File: src/rtl/spi_burst_sequencer_if.sv
// Bus bundle for spi_burst_sequencer: control/status, buffer RAM port and SPI engine handshake.
//
// Signal summary
//   Control in  : Go, Abort, Mode[1:0], Length[LEN_WIDTH-1:0], KeepCSAfter
//   Status out  : Busy, Done, TokenTimeout, Aborted
//   Buffer RAM  : BufAddr (out), BufRdData (in, 1-cycle latency), BufWrData (out), BufWe (out)
//   SPI engine  : SpiDataOut, SpiStart, SpiKeepCS (out); SpiBusy, SpiDataIn (in)
//
// Modport master is the sequencer side; modport slave is the surrounding system.
interface spi_burst_sequencer_if #(
    parameter int unsigned LEN_WIDTH = 9
);
    logic                 Go;
    logic                 Abort;
    logic [1:0]           Mode;
    logic [LEN_WIDTH-1:0] Length;
    logic                 KeepCSAfter;
    logic                 Busy;
    logic                 Done;
    logic                 TokenTimeout;
    logic                 Aborted;
    logic [LEN_WIDTH-1:0] BufAddr;
    logic [7:0]           BufRdData;
    logic [7:0]           BufWrData;
    logic                 BufWe;
    logic [7:0]           SpiDataOut;
    logic                 SpiStart;
    logic                 SpiKeepCS;
    logic                 SpiBusy;
    logic [7:0]           SpiDataIn;

    modport master (
        input  Go, Abort, Mode, Length, KeepCSAfter, BufRdData, SpiBusy, SpiDataIn,
        output Busy, Done, TokenTimeout, Aborted, BufAddr, BufWrData, BufWe,
               SpiDataOut, SpiStart, SpiKeepCS
    );

    modport slave (
        output Go, Abort, Mode, Length, KeepCSAfter, BufRdData, SpiBusy, SpiDataIn,
        input  Busy, Done, TokenTimeout, Aborted, BufAddr, BufWrData, BufWe,
               SpiDataOut, SpiStart, SpiKeepCS
    );
endinterface

File: src/rtl/spi_burst_sequencer.sv
// Burst sequencer in front of the SPI byte engine. Streams bytes from a buffer RAM into the
// engine and stores received bytes back, with optional SD-style start-token polling.
//
// Ports
//   FastClk : clock
//   Reset   : synchronous active-high reset
//   bus     : spi_burst_sequencer_if.master (control/status, buffer RAM, engine handshake)
//
// Modes: 00 TX, 01 RX, 10 exchange, 11 RX after start token.
module spi_burst_sequencer #(
    parameter int unsigned LEN_WIDTH   = 9,
    parameter int unsigned TOKEN_LIMIT = 1023
) (
    input logic                          FastClk,
    input logic                          Reset,
    spi_burst_sequencer_if.master        bus
);
    localparam int unsigned PollW = $clog2(TOKEN_LIMIT + 1);

    localparam logic [2:0] StIdle   = 3'd0;
    localparam logic [2:0] StFetch  = 3'd1;
    localparam logic [2:0] StLoad   = 3'd2;
    localparam logic [2:0] StStart  = 3'd3;
    localparam logic [2:0] StAck    = 3'd4;
    localparam logic [2:0] StXfer   = 3'd5;
    localparam logic [2:0] StStore  = 3'd6;
    localparam logic [2:0] StFinish = 3'd7;

    localparam logic [1:0] ModeTx    = 2'b00;
    localparam logic [1:0] ModeRx    = 2'b01;
    localparam logic [1:0] ModeToken = 2'b11;

    logic [2:0]           state_q, state_d;
    logic [1:0]           mode_q, mode_d;
    logic [LEN_WIDTH-1:0] len_q, len_d;
    logic                 keep_after_q, keep_after_d;
    logic [LEN_WIDTH-1:0] cnt_q, cnt_d;
    logic [PollW-1:0]     poll_q, poll_d;
    logic [2:0]           ack_q, ack_d;
    logic                 token_seen_q, token_seen_d;
    logic                 abort_pend_q, abort_pend_d;
    logic                 timeout_q, timeout_d;
    logic                 aborted_q, aborted_d;
    logic [7:0]           data_out_q, data_out_d;

    logic             polling;
    logic             poll_ff;
    logic             last_byte;
    logic             no_tx_data;
    logic [PollW-1:0] poll_inc;

    assign polling    = (mode_q == ModeToken) && !token_seen_q;
    assign poll_ff    = polling && (bus.SpiDataIn == 8'hFF);
    // A poll byte is never the final byte, even when the counter already equals Length.
    assign last_byte  = (cnt_q == len_q) && !polling;
    assign no_tx_data = (mode_q == ModeRx) || (mode_q == ModeToken);
    assign poll_inc   = poll_q + 1'b1;

    always_comb begin
        state_d      = state_q;
        mode_d       = mode_q;
        len_d        = len_q;
        keep_after_d = keep_after_q;
        cnt_d        = cnt_q;
        poll_d       = poll_q;
        ack_d        = ack_q;
        token_seen_d = token_seen_q;
        timeout_d    = timeout_q;
        aborted_d    = aborted_q;
        data_out_d   = data_out_q;
        // Abort is remembered until the next decision point so the byte in flight completes.
        abort_pend_d = abort_pend_q | (bus.Abort && (state_q != StIdle));

        case (state_q)
            StIdle: begin
                if (bus.Go) begin
                    mode_d       = bus.Mode;
                    len_d        = bus.Length;
                    keep_after_d = bus.KeepCSAfter;
                    cnt_d        = '0;
                    poll_d       = '0;
                    token_seen_d = 1'b0;
                    abort_pend_d = 1'b0;
                    timeout_d    = 1'b0;
                    aborted_d    = 1'b0;
                    state_d      = StFetch;
                end
            end
            StFetch: begin
                if (abort_pend_q) begin
                    aborted_d = 1'b1;
                    state_d   = StFinish;
                end else if (no_tx_data) begin
                    data_out_d = 8'hFF;
                    state_d    = StStart;
                end else begin
                    state_d = StLoad;
                end
            end
            StLoad: begin
                data_out_d = bus.BufRdData;
                state_d    = StStart;
            end
            StStart: begin
                ack_d   = '0;
                state_d = StAck;
            end
            StAck: begin
                // Give up waiting after 8 cycles so an idle engine cannot hang us.
                if (bus.SpiBusy || (ack_q == 3'd7)) begin
                    state_d = StXfer;
                end else begin
                    ack_d = ack_q + 1'b1;
                end
            end
            StXfer: begin
                if (!bus.SpiBusy) begin
                    state_d = StStore;
                end
            end
            StStore: begin
                if (poll_ff) begin
                    poll_d = poll_inc;
                    if (poll_inc == PollW'(TOKEN_LIMIT)) begin
                        timeout_d = 1'b1;
                        state_d   = StFinish;
                    end else if (abort_pend_q) begin
                        aborted_d = 1'b1;
                        state_d   = StFinish;
                    end else begin
                        state_d = StFetch;
                    end
                end else begin
                    if (mode_q == ModeToken) begin
                        token_seen_d = 1'b1;
                    end
                    if (abort_pend_q) begin
                        aborted_d = 1'b1;
                        state_d   = StFinish;
                    end else if (cnt_q == len_q) begin
                        state_d = StFinish;
                    end else begin
                        cnt_d   = cnt_q + 1'b1;
                        state_d = StFetch;
                    end
                end
            end
            StFinish: begin
                state_d = StIdle;
            end
            default: begin
                state_d = StIdle;
            end
        endcase
    end

    always_ff @(posedge FastClk) begin
        if (Reset) begin
            state_q      <= StIdle;
            mode_q       <= ModeTx;
            len_q        <= '0;
            keep_after_q <= 1'b0;
            cnt_q        <= '0;
            poll_q       <= '0;
            ack_q        <= '0;
            token_seen_q <= 1'b0;
            abort_pend_q <= 1'b0;
            timeout_q    <= 1'b0;
            aborted_q    <= 1'b0;
            data_out_q   <= 8'hFF;
        end else begin
            state_q      <= state_d;
            mode_q       <= mode_d;
            len_q        <= len_d;
            keep_after_q <= keep_after_d;
            cnt_q        <= cnt_d;
            poll_q       <= poll_d;
            ack_q        <= ack_d;
            token_seen_q <= token_seen_d;
            abort_pend_q <= abort_pend_d;
            timeout_q    <= timeout_d;
            aborted_q    <= aborted_d;
            data_out_q   <= data_out_d;
        end
    end

    always_comb begin
        bus.Busy         = (state_q != StIdle) && (state_q != StFinish);
        bus.Done         = (state_q == StFinish);
        bus.TokenTimeout = timeout_q;
        bus.Aborted      = aborted_q;
        bus.BufAddr      = cnt_q;
        bus.BufWrData    = bus.SpiDataIn;
        bus.BufWe        = (state_q == StStore) && (mode_q != ModeTx) && !poll_ff;
        bus.SpiDataOut   = data_out_q;
        bus.SpiStart     = (state_q == StStart);
        bus.SpiKeepCS    = 1'b0;
        if (state_q == StStart) begin
            bus.SpiKeepCS = last_byte ? keep_after_q : 1'b1;
        end
    end
endmodule

File: src/flat_wrapper.sv
// flat-port wrapper written by rule: the top's interface ports become plain ports
module spi_burst_sequencer_flat 
#(
    parameter int unsigned LEN_WIDTH   = 9,
    parameter int unsigned TOKEN_LIMIT = 1023
)
  (FastClk, Reset, bus_Go, bus_Abort, bus_Mode, bus_Length, bus_KeepCSAfter, bus_BufRdData, bus_SpiBusy, bus_SpiDataIn, bus_Busy, bus_Done, bus_TokenTimeout, bus_Aborted, bus_BufAddr, bus_BufWrData, bus_BufWe, bus_SpiDataOut, bus_SpiStart, bus_SpiKeepCS);
  spi_burst_sequencer_if #(.LEN_WIDTH(LEN_WIDTH)) bus_i ();
  input logic FastClk;
  input logic Reset;
  input wire logic [$bits(bus_i.Go)-1:0] bus_Go;
  input wire logic [$bits(bus_i.Abort)-1:0] bus_Abort;
  input wire logic [$bits(bus_i.Mode)-1:0] bus_Mode;
  input wire logic [$bits(bus_i.Length)-1:0] bus_Length;
  input wire logic [$bits(bus_i.KeepCSAfter)-1:0] bus_KeepCSAfter;
  input wire logic [$bits(bus_i.BufRdData)-1:0] bus_BufRdData;
  input wire logic [$bits(bus_i.SpiBusy)-1:0] bus_SpiBusy;
  input wire logic [$bits(bus_i.SpiDataIn)-1:0] bus_SpiDataIn;
  output wire logic [$bits(bus_i.Busy)-1:0] bus_Busy;
  output wire logic [$bits(bus_i.Done)-1:0] bus_Done;
  output wire logic [$bits(bus_i.TokenTimeout)-1:0] bus_TokenTimeout;
  output wire logic [$bits(bus_i.Aborted)-1:0] bus_Aborted;
  output wire logic [$bits(bus_i.BufAddr)-1:0] bus_BufAddr;
  output wire logic [$bits(bus_i.BufWrData)-1:0] bus_BufWrData;
  output wire logic [$bits(bus_i.BufWe)-1:0] bus_BufWe;
  output wire logic [$bits(bus_i.SpiDataOut)-1:0] bus_SpiDataOut;
  output wire logic [$bits(bus_i.SpiStart)-1:0] bus_SpiStart;
  output wire logic [$bits(bus_i.SpiKeepCS)-1:0] bus_SpiKeepCS;
  assign bus_i.Go = bus_Go;
  assign bus_i.Abort = bus_Abort;
  assign bus_i.Mode = bus_Mode;
  assign bus_i.Length = bus_Length;
  assign bus_i.KeepCSAfter = bus_KeepCSAfter;
  assign bus_i.BufRdData = bus_BufRdData;
  assign bus_i.SpiBusy = bus_SpiBusy;
  assign bus_i.SpiDataIn = bus_SpiDataIn;
  assign bus_Busy = bus_i.Busy;
  assign bus_Done = bus_i.Done;
  assign bus_TokenTimeout = bus_i.TokenTimeout;
  assign bus_Aborted = bus_i.Aborted;
  assign bus_BufAddr = bus_i.BufAddr;
  assign bus_BufWrData = bus_i.BufWrData;
  assign bus_BufWe = bus_i.BufWe;
  assign bus_SpiDataOut = bus_i.SpiDataOut;
  assign bus_SpiStart = bus_i.SpiStart;
  assign bus_SpiKeepCS = bus_i.SpiKeepCS;
  spi_burst_sequencer #(.LEN_WIDTH(LEN_WIDTH), .TOKEN_LIMIT(TOKEN_LIMIT)) u_core (.FastClk(FastClk), .Reset(Reset), .bus(bus_i));
endmodule
File: config.mk
export PLATFORM = sky130hd
export DESIGN_NAME = spi_burst_sequencer_flat
export DESIGN_NICKNAME = d
export VERILOG_FILES = /design/src/rtl/spi_burst_sequencer_if.sv /design/src/rtl/spi_burst_sequencer.sv /design/src/flat_wrapper.sv
export SDC_FILE = /design/constraint.sdc
export NUM_CORES = 1
export LEC_CHECK = 0
export BUFFER_PORTS_ARGS = -buffer_cell sky130_fd_sc_hd__clkbuf_2
export CAP_MARGIN = 5
export CELL_PAD_IN_SITES_DETAIL_PLACEMENT = 2
export CELL_PAD_IN_SITES_GLOBAL_PLACEMENT = 2
export CORE_AREA = 2 2 95 97
export CTS_CLUSTER_SIZE = 20
export DETAILED_ROUTE_END_ITERATION = 8
export DIE_AREA = 0 0 97 99
export PLACE_DENSITY_LB_ADDON = 0.1
export SYNTH_ARGS = -nofsm -noshare
export SYNTH_HDL_FRONTEND = slang
export SYNTH_SLANG_ARGS = --single-unit
export TNS_END_PERCENT = 10
File: constraint.sdc
create_clock -name FastClk -period 2.8 [get_ports FastClk]
set_input_delay 0.7 -clock FastClk [delete_from_list [all_inputs] [get_ports FastClk]]
set_output_delay 0.7 -clock FastClk [all_outputs]
set_load 0.005 [all_outputs]
; ---- Yosys cells after proc, flatten, opt, wreduce, memory -nomap -nowiden
; Index checks and enable logic that the tools add are counted.
[op_classes]
bitwise_logic = 1
mux = 39
reduce_logical = 28
n_addsub = 3
eq_ne = 27
[ops]
columns = op, n
row1 = $mux W9, 4
row2 = $mux W3, 10
row3 = $pmux W3 S8, 1
row4 = $mux W10, 2
row5 = $pmux W10 S2, 1
row6 = $pmux W9 S2, 1
row7 = $mux W8, 2
row8 = $pmux W8 S2, 1
row9 = $eq A3 B3 Y1 const B, 5
row10 = $ne A2 B2 Y1 const B, 7
row11 = $mux W1, 13
row12 = $reduce_and A3 Y1, 4
row13 = $add A10 B1 Y10 const B, 1
row14 = $eq A10 B10 Y1 const B, 1
row15 = $ne A2 B1 Y1 const B, 5
row16 = $add A9 B1 Y9 const B, 1
row17 = $eq A9 B9 Y1, 1
row18 = $eq A8 B8 Y1 const B, 1
row19 = $reduce_and A4 Y1, 2
row20 = $reduce_bool A2 Y1, 4
row21 = $logic_and A1 B1 Y1, 7
row22 = $eq A3 B2 Y1 const B, 2
row23 = $ne A3 B3 Y1 const B, 2
row24 = $pmux W3 S2, 1
row25 = 13 further kinds, 19
[word_totals]
ff_bits = 49

; ---- Longest topological paths before layout
; Gate-level depths: netlist of run 1.
[logic_depth]
depth_word = 6
depth_mapped = 8
ltp_nobuf = 8

; ---- Worst setup path after synthesis of run 1
; OpenSTA, ideal clock, no wires.
[synth_timing]
path_type = reg-to-reg
from = reg u_core.poll_q[0]
to = reg u_core.state_q[1]
path_stages_with_launch = 7
slack_ps = 577
setup_ps = 80
t_arrival_ps = 2144
n_path_buf = 1
cell_sequence = dfxtp_1 -> ha_1 -> and2_2 -> clkbuf_1 -> or4_4 -> or4_4 -> a211oi_2
[synth_via]
elab_chain_len = 5
[synth_rtl]
columns = element, line
row1 = "start, declared", spi_burst_sequencer.sv:38  ; logic [PollW-1:0] poll_q, poll_d;
row2 = "start signal, assigned", spi_burst_sequencer.sv:177  ; poll_q <= poll_d;
row3 = $add A10 B1 Y10, spi_burst_sequencer.sv:57  ; assign poll_inc = poll_q + 1'b1;
row4 = $eq A10 B10 Y1, spi_burst_sequencer.sv:124  ; if (poll_inc == PollW'(TOKEN_LIMIT)) begin
row5 = $mux W3, spi_burst_sequencer.sv:124
row6 = $mux W3, spi_burst_sequencer.sv:122  ; if (poll_ff) begin
row7 = $pmux W3 S8, spi_burst_sequencer.sv:74  ; case (state_q)
row8 = "end signal, assigned", spi_burst_sequencer.sv:159  ; state_q <= StIdle;
row9 = "end signal, assigned", spi_burst_sequencer.sv:172  ; state_q <= state_d;
row10 = "end, declared", spi_burst_sequencer.sv:33  ; logic [2:0] state_q, state_d;
; Every way passes these cells.
; A chain may end at the register's enable or synchronous reset.

; ---- Worst setup path after layout of run 1
[layout_timing]
from = reg u_core.mode_q[0]
to = out bus_BufWe
[layout_via]
elab_chain_len = 5
[layout_rtl]
columns = element, line
row1 = "start, declared", spi_burst_sequencer.sv:34  ; logic [1:0] mode_q, mode_d;
row2 = "start signal, assigned", spi_burst_sequencer.sv:160  ; mode_q <= ModeTx;
row3 = "start signal, assigned", spi_burst_sequencer.sv:173  ; mode_q <= mode_d;
row4 = $eq A2 B2 Y1, spi_burst_sequencer.sv:52  ; assign polling = (mode_q == ModeToken) && !token_seen_q;
row5 = $logic_and A1 B1 Y1, spi_burst_sequencer.sv:52
row6 = $logic_and A1 B1 Y1, spi_burst_sequencer.sv:53  ; assign poll_ff = polling && (bus.SpiDataIn == 8'hFF);
row7 = $logic_not A1 Y1, spi_burst_sequencer.sv:194  ; bus.BufWe = (state_q == StStore) && (mode_q != ModeTx) && !poll_ff;
row8 = $logic_and A1 B1 Y1 (*), spi_burst_sequencer.sv:194
row9 = "end, declared", flat_wrapper.sv:25  ; output wire logic [$bits(bus_i.BufWe)-1:0] bus_BufWe;
; Mark *: on every way between the ends. The rest lies on a longest branch, timed or not.

==> run metrics, run 1 <==
Skew-Pair Late Insertion Delay=0.31 ns; clk sink count=49; Synth Register Bits=49; Final Skew=0.01050 ns; H-tree depth=2; first-pass GRT wire length=12.94 mm; Sw Ratio=0.2764; Mapped Area=2496 um2; Main synth FF type=dfxtp_1; post-CTS sizing=0; area grow syn2layout=20.40%; maximum clock rate=398.7 MHz; Worst-Margin Slew=0.6690 ns; status=completed; Arr. time, crit path=1.81 ns; number of port buffers=64; initial antenna violation count=0; clock period minus worst slack=2.508 ns; fillcell total=1,046; clock root buffer=clkbuf_8; startpoint types=flop; drt wl/cell=16.05 um; GPL Wtd Cong=0.7050; Core ar.=8551 um2; iteration-0 DRC count of the detailed router=49; Seq pwr share=0.500; fin crit share=0.8958; CP Capture Type=primary output; max-cap violations=0; met3 track demand over resource=0.02482; Hold-fix buffers, CTS=0; Switch Pwr=0.0004104 W; Clock Tree Buf Depth=2; # DRC=0; largest net degree at the start of global routing=32; Setup TNS=0 ns; M1 GR Usage=0.2236; GRT Total Usage=0.1640; RSZ-0062 raised after global routing=no; Comb pwr share=0.142; Crit-path slowest cell=dfxtp_1; leakage power=1.172 nW; cell breakdown of the critical path=nand3b_1, nor3_1, nor2_1, o21a_1, clkbuf_2; Int Power=0.001074 W; largest stage delay on the critical path=0.44 ns; antenna-violating nets left=0; vias per cell=5.129; Seq. cell area=980.9 um2; routed vias=2,462; die extent in x=97 um; Worst EP required=2.10 ns; Nets=409; asr flop ratio synth=0; Antenna Cells=0; CTS tree=built; Distinct cells, synth=47; Mean Syn Cell Area=7.950 um2; Ports=65; initial core utilization=0.2919; Slew Viols, Final=0; critical setup path kind=flop to primary output; number of global-route vias before repair=2,545; met2 usage=0.2794; area of the multi-input gates=1353 um2; worst ir drop on vdd=0.1947 mV; Slew headroom=0.5540; pwr/cell area=494.1 nW/um2; share of layout cells above drive strength 1=0.2419; Worst-path clk slew=0.10 ns; total die area=9603 um2; Post-synth EDFFs=0; clock network power share=0.358; fin util=0.3515; Worst Hold Class=flop to flop; CTS Buf Count=5; register area share after synthesis=0.3930; worst-path maximum fanout=6; DRT Pass-1 Iters=4; dpl hpwl=5.850 mm; Row Count=34; number of post-CTS setup repair buffers=0; Routed WL=7.703 mm; total gr overflow=0; layer with the highest usage=met2; Final Hold Viols=0; Mapped Nets=352; Synth warnings=0; Mapped Cells=314; Final setup viols=0; Die Height=99 um; DP Cell Count=472; non-filler cells, final=480
==> metal layers <==
layer,share of wire,vias to the layer above
li1,-,1213
met1,0.48,1185
met2,0.47,59
met3,0.038,5
met4,0.0066,0
met5,0,-
==> critical path, delay by kind of cell (launching register included) <==
| family | cells | cell delay (ns) |
|---|---|---|
| and+or+nand+nor | 3 | 0.82 |
| buffers and inverters | 1 | 0.10 |
| DFF | 1 | 0.44 |
| AOI/OAI and AO/OA | 1 | 0.15 |
==> registers in the layout (all words and copies together) (netlist names) <==
name and flops:
u_core.keep_after_q 1, u_core.token_seen_q 1, u_core.len_q 9, u_core.bus.Aborted 1, u_core.ack_q 3, u_core.bus.BufAddr 9, u_core.abort_pend_q 1, u_core.mode_q 2
u_core.state_q 3, u_core.poll_q 10, u_core.bus.TokenTimeout 1, u_core.bus.SpiDataOut 8
==> cell usage after synthesis, types with 3 or more instances <==
cell | instances | area [um2]
nand2b_1 | 12 | 75.07
buf_4 | 9 | 67.56
nand3b_1 | 7 | 52.55
buf_2 | 3 | 15.01
nand3_1 | 13 | 65.06
ha_1 | 5 | 62.56
nand4_1 | 7 | 43.79
o22ai_1 | 8 | 50.05
o31ai_1 | 3 | 22.52
nor2_1 | 29 | 108.9
or3_1 | 3 | 18.77
a21oi_1 | 37 | 185.2
nor4_1 | 3 | 18.77
nor3_1 | 3 | 15.01
or4_1 | 5 | 37.54
mux2i_1 | 3 | 30.03
inv_1 | 7 | 26.28
dfxtp_1 | 49 | 980.9
xnor2_1 | 12 | 105.1
nand2_1 | 43 | 161.4
clkbuf_1 | 10 | 37.54
o21ai_0 | 13 | 65.06
==> stage by stage <==
step / hold slack [ns] / worst slack [ns] / area, um2 / power [W]
floorplan: 0.4356 / 0.5765 / 2496 / 0.0008823
global placement: 0.4449 / 0.3930 / 2890 / 0.0009712
detailed placement: 0.4581 / 0.3485 / 2890 / 0.0009775
CTS: 0.4731 / 0.2544 / 3005 / 0.001513
global route: 0.5023 / 0.1139 / 3005 / 0.001572
finish: 0.4669 / 0.2917 / 3005 / 0.001485
==> worst paths after layout <==
kind | startpoint | endpoint | slack, ns | depth (start not counted)
max | u_core.mode_q[0] | bus_BufWe | 0.29 | 5
min | u_core.keep_after_q | u_core.keep_after_q | 0.47 | 2
max reg2reg | u_core.state_q[1] | u_core.state_q[1] | 0.54 | 5
min reg2reg | u_core.keep_after_q | u_core.keep_after_q | 0.47 | 2
==> power by group through the flow <==
stage	clock network [W]	logic (W)	registers, W
2_1_floorplan	0	0.000136	0.000746
3_3_place_gp	0	0.000212	0.000759
3_5_place_dp	0	0.000218	0.000760
4_1_cts	0.000551	0.000218	0.000744
5_1_grt	0.000584	0.000241	0.000747
6_report	0.000531	0.000211	0.000743
==> layout make-up <==
| cell class | count | share of cell area |
|---|---|---|
| clock buffers | 5 | 0.02290 |
| inverters | 7 | 0.008743 |
| clock inverters | 3 | 0.01540 |
| well taps | 108 | 0.04496 |
| multi-input cells | 234 | 0.4500 |
| repair buffers | 74 | 0.1316 |
| flip-flops and latches | 49 | 0.3264 |
==> cell usage in the layout (no fill, tap or decap), drive strengths merged, types with 7 or more instances in the layout <==
cell type  synthesis  routed
or4                7       7
nand4              7       7
xnor2             12      12
inv                7       7
nand3b             7       7
o21ai             14      14
nor2              29      29
a21oi             37      37
nand2             43      43
dfxtp             49      49
nand3             13      13
o22ai              8       8
clkbuf            11      69
nand2b            12      12
buf               13      10
==> cell families (layout without fill, tap and decap cells) <==
kind of cell	Yosys count	in the layout	share of synthesized area
adders and majority gates	5	5	0.02506
buffers and inverters	31	89	0.06516
muxes	4	4	0.01654
xor gates and xnor gates	12	12	0.04210
DFF	49	49	0.3930
AOI/OAI and AO/OA	76	76	0.1785
and+or+nand+nor	137	137	0.2797
(Power assumes the default switching activity.)
==> run 2, diff against run 1 <==
--- a/config.mk
+++ b/config.mk
@@ -5,7 +5,7 @@
 export SDC_FILE = /design/constraint.sdc
 export NUM_CORES = 1
 export LEC_CHECK = 0
-export BUFFER_PORTS_ARGS = -buffer_cell sky130_fd_sc_hd__clkbuf_2
+export BUFFER_PORTS_ARGS = -buffer_cell sky130_fd_sc_hd__buf_2
 export CAP_MARGIN = 5
 export CELL_PAD_IN_SITES_DETAIL_PLACEMENT = 2
 export CELL_PAD_IN_SITES_GLOBAL_PLACEMENT = 2
==> run metrics, run 2 (synthesized netlist as in run 1, its figures left out) <==
Final setup viols=0 (unchanged); Switch Pwr=0.0004099 W (was 0.0004104 W); leakage power=1.167 nW (was 1.172 nW); Final Power=0.001483 W (was 0.001485 W); share of layout cells above drive strength 1=0.2419 (unchanged); worst ir drop on vdd=0.2269 mV (was 0.1947 mV); Sw Ratio=0.2763 (was 0.2764); Worst Hold Class=flop to flop (unchanged); number of global-route vias before repair=2,617 (was 2,545); pwr/cell area=493.5 nW/um2 (was 494.1 nW/um2); setup slack, reg-to-reg=0.51 ns (was 0.54 ns); fillcell total=1,022 (was 1,046); startpoint types=flop (unchanged); cell breakdown of the critical path=nand3b_1, nor2_1, o21a_1, buf_2 (was nand3b_1, nor3_1, nor2_1, o21a_1, clkbuf_2); dpl hpwl=5.688 mm (was 5.850 mm); Worst EP required=2.10 ns (about the same); Crit-path slowest cell=dfxtp_1 (unchanged); total gr overflow=0 (unchanged); CTS tree=built (unchanged); CP Capture Type=primary output (unchanged); dpl cell area=2890 um2 (unchanged); largest stage delay on the critical path=0.53 ns (was 0.44 ns); Nets=409 (unchanged); Slew Viols, Final=0 (unchanged); number of port buffers=64 (unchanged); drt wl/cell=15.62 um (was 16.05 um); post-CTS sizing=0 (unchanged); Worst-path clk slew=0.10 ns (about the same); max reg flops=10 (unchanged); Core ar.=8551 um2 (unchanged); number of post-CTS setup repair buffers=0 (unchanged); Int Power=0.001073 W (was 0.001074 W); clock network power share=0.358 (about the same); H-tree depth=2 (unchanged); maximum clock rate=407.6 MHz (was 398.7 MHz); DRT Pass-1 Iters=4 (unchanged); Die Height=99 um (unchanged); die extent in x=97 um (unchanged); first-pass GRT wire length=13.06 mm (was 12.94 mm); Comb pwr share=0.143 (was 0.142); routed vias=2,474 (was 2,462); critical setup path kind=flop to primary output (unchanged); clock root buffer=clkbuf_8 (unchanged); RSZ-0062 raised after global routing=no (unchanged); Setup TNS=0 ns (unchanged); Clock Tree Buf Depth=2 (unchanged); Slew headroom=0.5106 (was 0.5540); Ports=65 (unchanged); total die area=9603 um2 (unchanged); Antenna Cells=0 (unchanged); vias per cell=5.154 (was 5.129); most common cell after layout, fill and taps aside=buf_2 (was clkbuf_2); Placement Setup Slack=0.3565 ns (was 0.3485 ns); initial core utilization=0.2919 (unchanged); worst-path maximum fanout=11 (was 6); Final WS setup=0.3465 ns (was 0.2917 ns); largest net degree at the start of global routing=33 (was 32); Biggest register=u_core.poll_q (unchanged); commonest cells after routing, fill and taps aside=64 x buf_2, 49 x dfxtp_1, 43 x nand2_1 (was 64 x clkbuf_2, 49 x dfxtp_1, 43 x nand2_1); Skew-Pair Late Insertion Delay=0.31 ns (about the same); Finished Cell Area=3005 um2 (unchanged); status=completed (unchanged); Seq pwr share=0.499 (was 0.500); Final Skew=0.009681 ns (was 0.01050 ns); Worst Hold Slack=0.4670 ns (was 0.4669 ns); Final Hold Viols=0 (unchanged); area grow syn2layout=20.40% (unchanged); GRT Total Usage=0.1642 (was 0.1640); Routed WL=7.497 mm (was 7.703 mm); fin crit share=0.8762 (was 0.8958); initial antenna violation count=0 (unchanged); clk sink count=49 (unchanged); Worst-Margin Slew=0.7341 ns (was 0.6690 ns); # DRC=0 (unchanged); iteration-0 DRC count of the detailed router=72 (was 49); Arr. time, crit path=1.75 ns (was 1.81 ns); Hold-fix buffers, CTS=0 (unchanged); clock period minus worst slack=2.453 ns (was 2.508 ns); antenna-violating nets left=0 (unchanged); CTS Buf Count=5 (unchanged); max-cap violations=0 (unchanged); Row Count=34 (unchanged); GPL Wtd Cong=0.7170 (was 0.7050)
## run 2: changes by cell type in the layout (fill, tap and decap cells not counted)
cell      previous run  this run
clkbuf_2            64         0
buf_2                0        64
## run 2: per-layer routing
metal  track usage  wire (um)  vias to the layer above  part of all wire
met1        0.2067       3510                     1200              0.47
met5             0          0                        -                 0
met4       0.03250         54                        0            0.0072
met2        0.2943       3595                       56              0.48
li1              -          -                     1213                 -
met3       0.03121        336                        5             0.045
## run 2: path summary, 6_finish.rpt
kind                startpoint               end  cells past startpoint
max          u_core.state_q[1]         bus_BufWe                      4
min reg2reg    u_core.ack_q[1]   u_core.ack_q[1]                      2
min            u_core.ack_q[1]   u_core.ack_q[1]                      2
max reg2reg  u_core.state_q[1]  u_core.poll_q[3]                      6
## run 2: critical path: cells and delay by family (launching register included)
family / cells / cell delay (ns)
AOI/OAI and AO/OA: 1 / 0.17
buffers and inverters: 1 / 0.10
DFF: 1 / 0.53
and+or+nand+nor: 2 / 0.65
## run 2: power groups by stage
stage,registers (W),logic (W),clock network [W]
final,0.000741,0.000212,0.000531
after global routing,0.000745,0.000243,0.000583
after CTS,0.000742,0.000217,0.000551
after detailed placement,0.000758,0.000216,0
after global placement,0.000757,0.000211,0
after floorplan,0.000746,0.000136,0
## run 2: area by class of cell
type | count | area [um2] | area share
Clock buffer | 5 | 68.82 | 0.02290
Clock inverter | 3 | 46.29 | 0.01540
Inverter | 7 | 26.28 | 0.008743
Multi-Input combinational cell | 234 | 1353 | 0.4500
Sequential cell | 49 | 980.9 | 0.3264
Tap cell | 108 | 135.1 | 0.04496
Timing Repair Buffer | 74 | 395.4 | 0.1316
## run 2: metrics by stage
step / util / cells
after floorplan: - / 314
after global placement: 0.3380 / 472
after detailed placement: 0.3380 / 472
after CTS: 0.3515 / 480
after global routing: 0.3515 / 480
final: 0.3515 / 480
==> run 3, diff against run 2 <==
--- a/config.mk
+++ b/config.mk
@@ -9,10 +9,10 @@
 export CAP_MARGIN = 5
 export CELL_PAD_IN_SITES_DETAIL_PLACEMENT = 2
 export CELL_PAD_IN_SITES_GLOBAL_PLACEMENT = 2
-export CORE_AREA = 2 2 95 97
+export CORE_AREA = 2 2 121 76
 export CTS_CLUSTER_SIZE = 20
 export DETAILED_ROUTE_END_ITERATION = 8
-export DIE_AREA = 0 0 97 99
+export DIE_AREA = 0 0 123 78
 export PLACE_DENSITY_LB_ADDON = 0.1
 export SYNTH_ARGS = -nofsm -noshare
 export SYNTH_HDL_FRONTEND = slang
==> run metrics, run 3 (synthesized netlist as in run 1, its figures left out) <==
status=completed (unchanged); pwr/cell area=522.0 nW/um2 (was 493.5 nW/um2); clock network power share=0.400 (was 0.358); critical setup path kind=flop to primary output (unchanged); Int Power=0.001154 W (was 0.001073 W); CP Capture Type=primary output (unchanged); first-pass GRT wire length=13.32 mm (was 13.06 mm); H-tree depth=2 (unchanged); Final WS setup=0.1731 ns (was 0.3465 ns); Final Power=0.001583 W (was 0.001483 W); Clock Tree Buf Depth=2 (unchanged); Final setup viols=0 (unchanged); Final Skew=0.008288 ns (was 0.009681 ns); RSZ-0062 raised after global routing=no (unchanged); commonest cells after routing, fill and taps aside=64 x buf_2, 49 x dfxtp_1, 43 x nand2_1 (unchanged); vias per cell=5.060 (was 5.154); Slew headroom=0.5339 (was 0.5106); cell breakdown of the critical path=xnor2_1, nand3_1, nor3_1, a311oi_1, buf_2 (was nand3b_1, nor2_1, o21a_1, buf_2); most common cell after layout, fill and taps aside=buf_2 (unchanged); largest stage delay on the critical path=0.47 ns (was 0.53 ns); R2R depth=5 (was 6); dpl hpwl=6.217 mm (was 5.688 mm); Core ar.=8393 um2 (was 8551 um2); Hold-fix buffers, CTS=0 (unchanged); worst-path maximum fanout=7 (was 11); Crit-path slowest cell=dfxtp_1 (unchanged); Setup TNS=0 ns (unchanged); fin crit share=0.9382 (was 0.8762); share of layout cells above drive strength 1=0.2378 (was 0.2419); Placement Setup Slack=0.3152 ns (was 0.3565 ns); DRT Pass-1 Iters=4 (unchanged); Slew Viols, Final=0 (unchanged); startpoint types=flop (unchanged); critical path startpoint=u_core.bus.BufAddr[4] (was u_core.state_q[1]); Final Hold Viols=0 (unchanged); largest net degree at the start of global routing=24 (was 33); worst ir drop on vdd=0.1979 mV (was 0.2269 mV); Worst-path clk slew=0.07 ns (was 0.10 ns); Comb pwr share=0.131 (was 0.143); area grow syn2layout=21.50% (was 20.40%); number of post-CTS setup repair buffers=0 (unchanged); routed vias=2,439 (was 2,474); GPL Wtd Cong=0.7420 (was 0.7170); clock period minus worst slack=2.627 ns (was 2.453 ns); max reg flops=10 (unchanged); FF-to-FF Start=u_core.poll_q[0] (was u_core.state_q[1]); Biggest register=u_core.poll_q (unchanged); Critical Path End=bus_SpiKeepCS (was bus_BufWe); maximum clock rate=380.7 MHz (was 407.6 MHz); max-cap violations=0 (unchanged); leakage power=1.180 nW (was 1.167 nW); setup slack, reg-to-reg=0.51 ns (about the same); Antenna Cells=0 (unchanged); fin util=0.3614 (was 0.3515); # DRC=0 (unchanged); Row Count=26 (was 34); post-CTS sizing=0 (unchanged); antenna-violating nets left=0 (unchanged); Routed WL=8.132 mm (was 7.497 mm); Worst Hold Class=flop to flop (unchanged); GRT Total Usage=0.1789 (was 0.1642); Ports=65 (unchanged); iteration-0 DRC count of the detailed router=83 (was 72); initial antenna violation count=0 (unchanged); Sw Ratio=0.2710 (was 0.2763); worst flop-to-flop path endpoint=u_core.state_q[1] (was u_core.poll_q[3]); Seq pwr share=0.469 (was 0.499); clk sink count=49 (unchanged); drt wl/cell=16.87 um (was 15.62 um); number of global-route vias before repair=2,516 (was 2,617); CTS Buf Count=5 (unchanged); initial core utilization=0.2974 (was 0.2919); clock root buffer=clkbuf_16 (was clkbuf_8); die extent in x=123 um (was 97 um); Skew-Pair Late Insertion Delay=0.30 ns (was 0.31 ns); Worst Hold Slack=0.4620 ns (was 0.4670 ns); Switch Pwr=0.0004291 W (was 0.0004099 W); total die area=9594 um2 (was 9603 um2); Die Height=78 um (was 99 um); Worst-Margin Slew=0.6966 ns (was 0.7341 ns); Nets=407 (was 409); total gr overflow=0 (unchanged); Worst EP required=2.10 ns (about the same); number of port buffers=64 (unchanged); CTS tree=built (unchanged); Arr. time, crit path=1.93 ns (was 1.75 ns)
run 3: cell count changes in the layout (fill, tap and decap cells not counted):
cell        delta
clkinv_2       +1
bufinv_16      -1
clkbuf_8       -4
clkinvlp_4     -1
buf_4          -2
clkbuf_16      +5
run 3: worst min path at each step:
stage                              from                  end  slack, ns  depth (start not counted)
global placement        u_core.ack_q[2]      u_core.ack_q[2]       0.45                          2
detailed placement  u_core.keep_after_q  u_core.keep_after_q       0.45                          2
CTS                 u_core.keep_after_q  u_core.keep_after_q       0.46                          2
global route        u_core.keep_after_q  u_core.keep_after_q       0.48                          2
finish              u_core.keep_after_q  u_core.keep_after_q       0.46                          2
floorplan               u_core.ack_q[1]      u_core.ack_q[1]       0.44                          2
run 3: layout make-up:
type                       instances  area (um2)
fill                            1016        5360
clock buffer                       6       138.9
sequential                        49       980.9
multi-input combinational        234        1353
clock inverter                     2       13.76
inverter                           7       26.28
timing repair buffer              72       380.4
tap                              112       140.1
run 3: power groups by stage:
stage          sequential [W]  clock (W)  combinational, W
2_1_floorplan        0.000746          0          0.000136
3_3_place_gp         0.000757          0          0.000203
3_5_place_dp         0.000759          0          0.000210
4_1_cts              0.000742   0.000658          0.000211
5_1_grt              0.000746   0.000682          0.000235
6_report             0.000742   0.000633          0.000208
run 3: stage by stage:
step / cell area [um2] / cells
after global placement: 2880 / 474
after global routing: 3033 / 482
after detailed placement: 2880 / 474
final: 3033 / 482
after CTS: 3033 / 482
after floorplan: 2496 / 314
run 3: per-layer routing:
metal / routed length (um) / GRT usage / up-vias
met5: 0 / 0 / -
met4: 49 / 0.03409 / 0
met3: 258 / 0.03603 / 5
met1: 4269 / 0.2591 / 1186
li1: - / - / 1212
met2: 3554 / 0.2746 / 36
run 3: critical path: cells and delay by family (launching register included):
kind	cells	cell delay (ns)
simple gates	2	0.63
flops	1	0.47
compound gates	1	0.21
buf+inv	1	0.17
xor+xnor	1	0.16
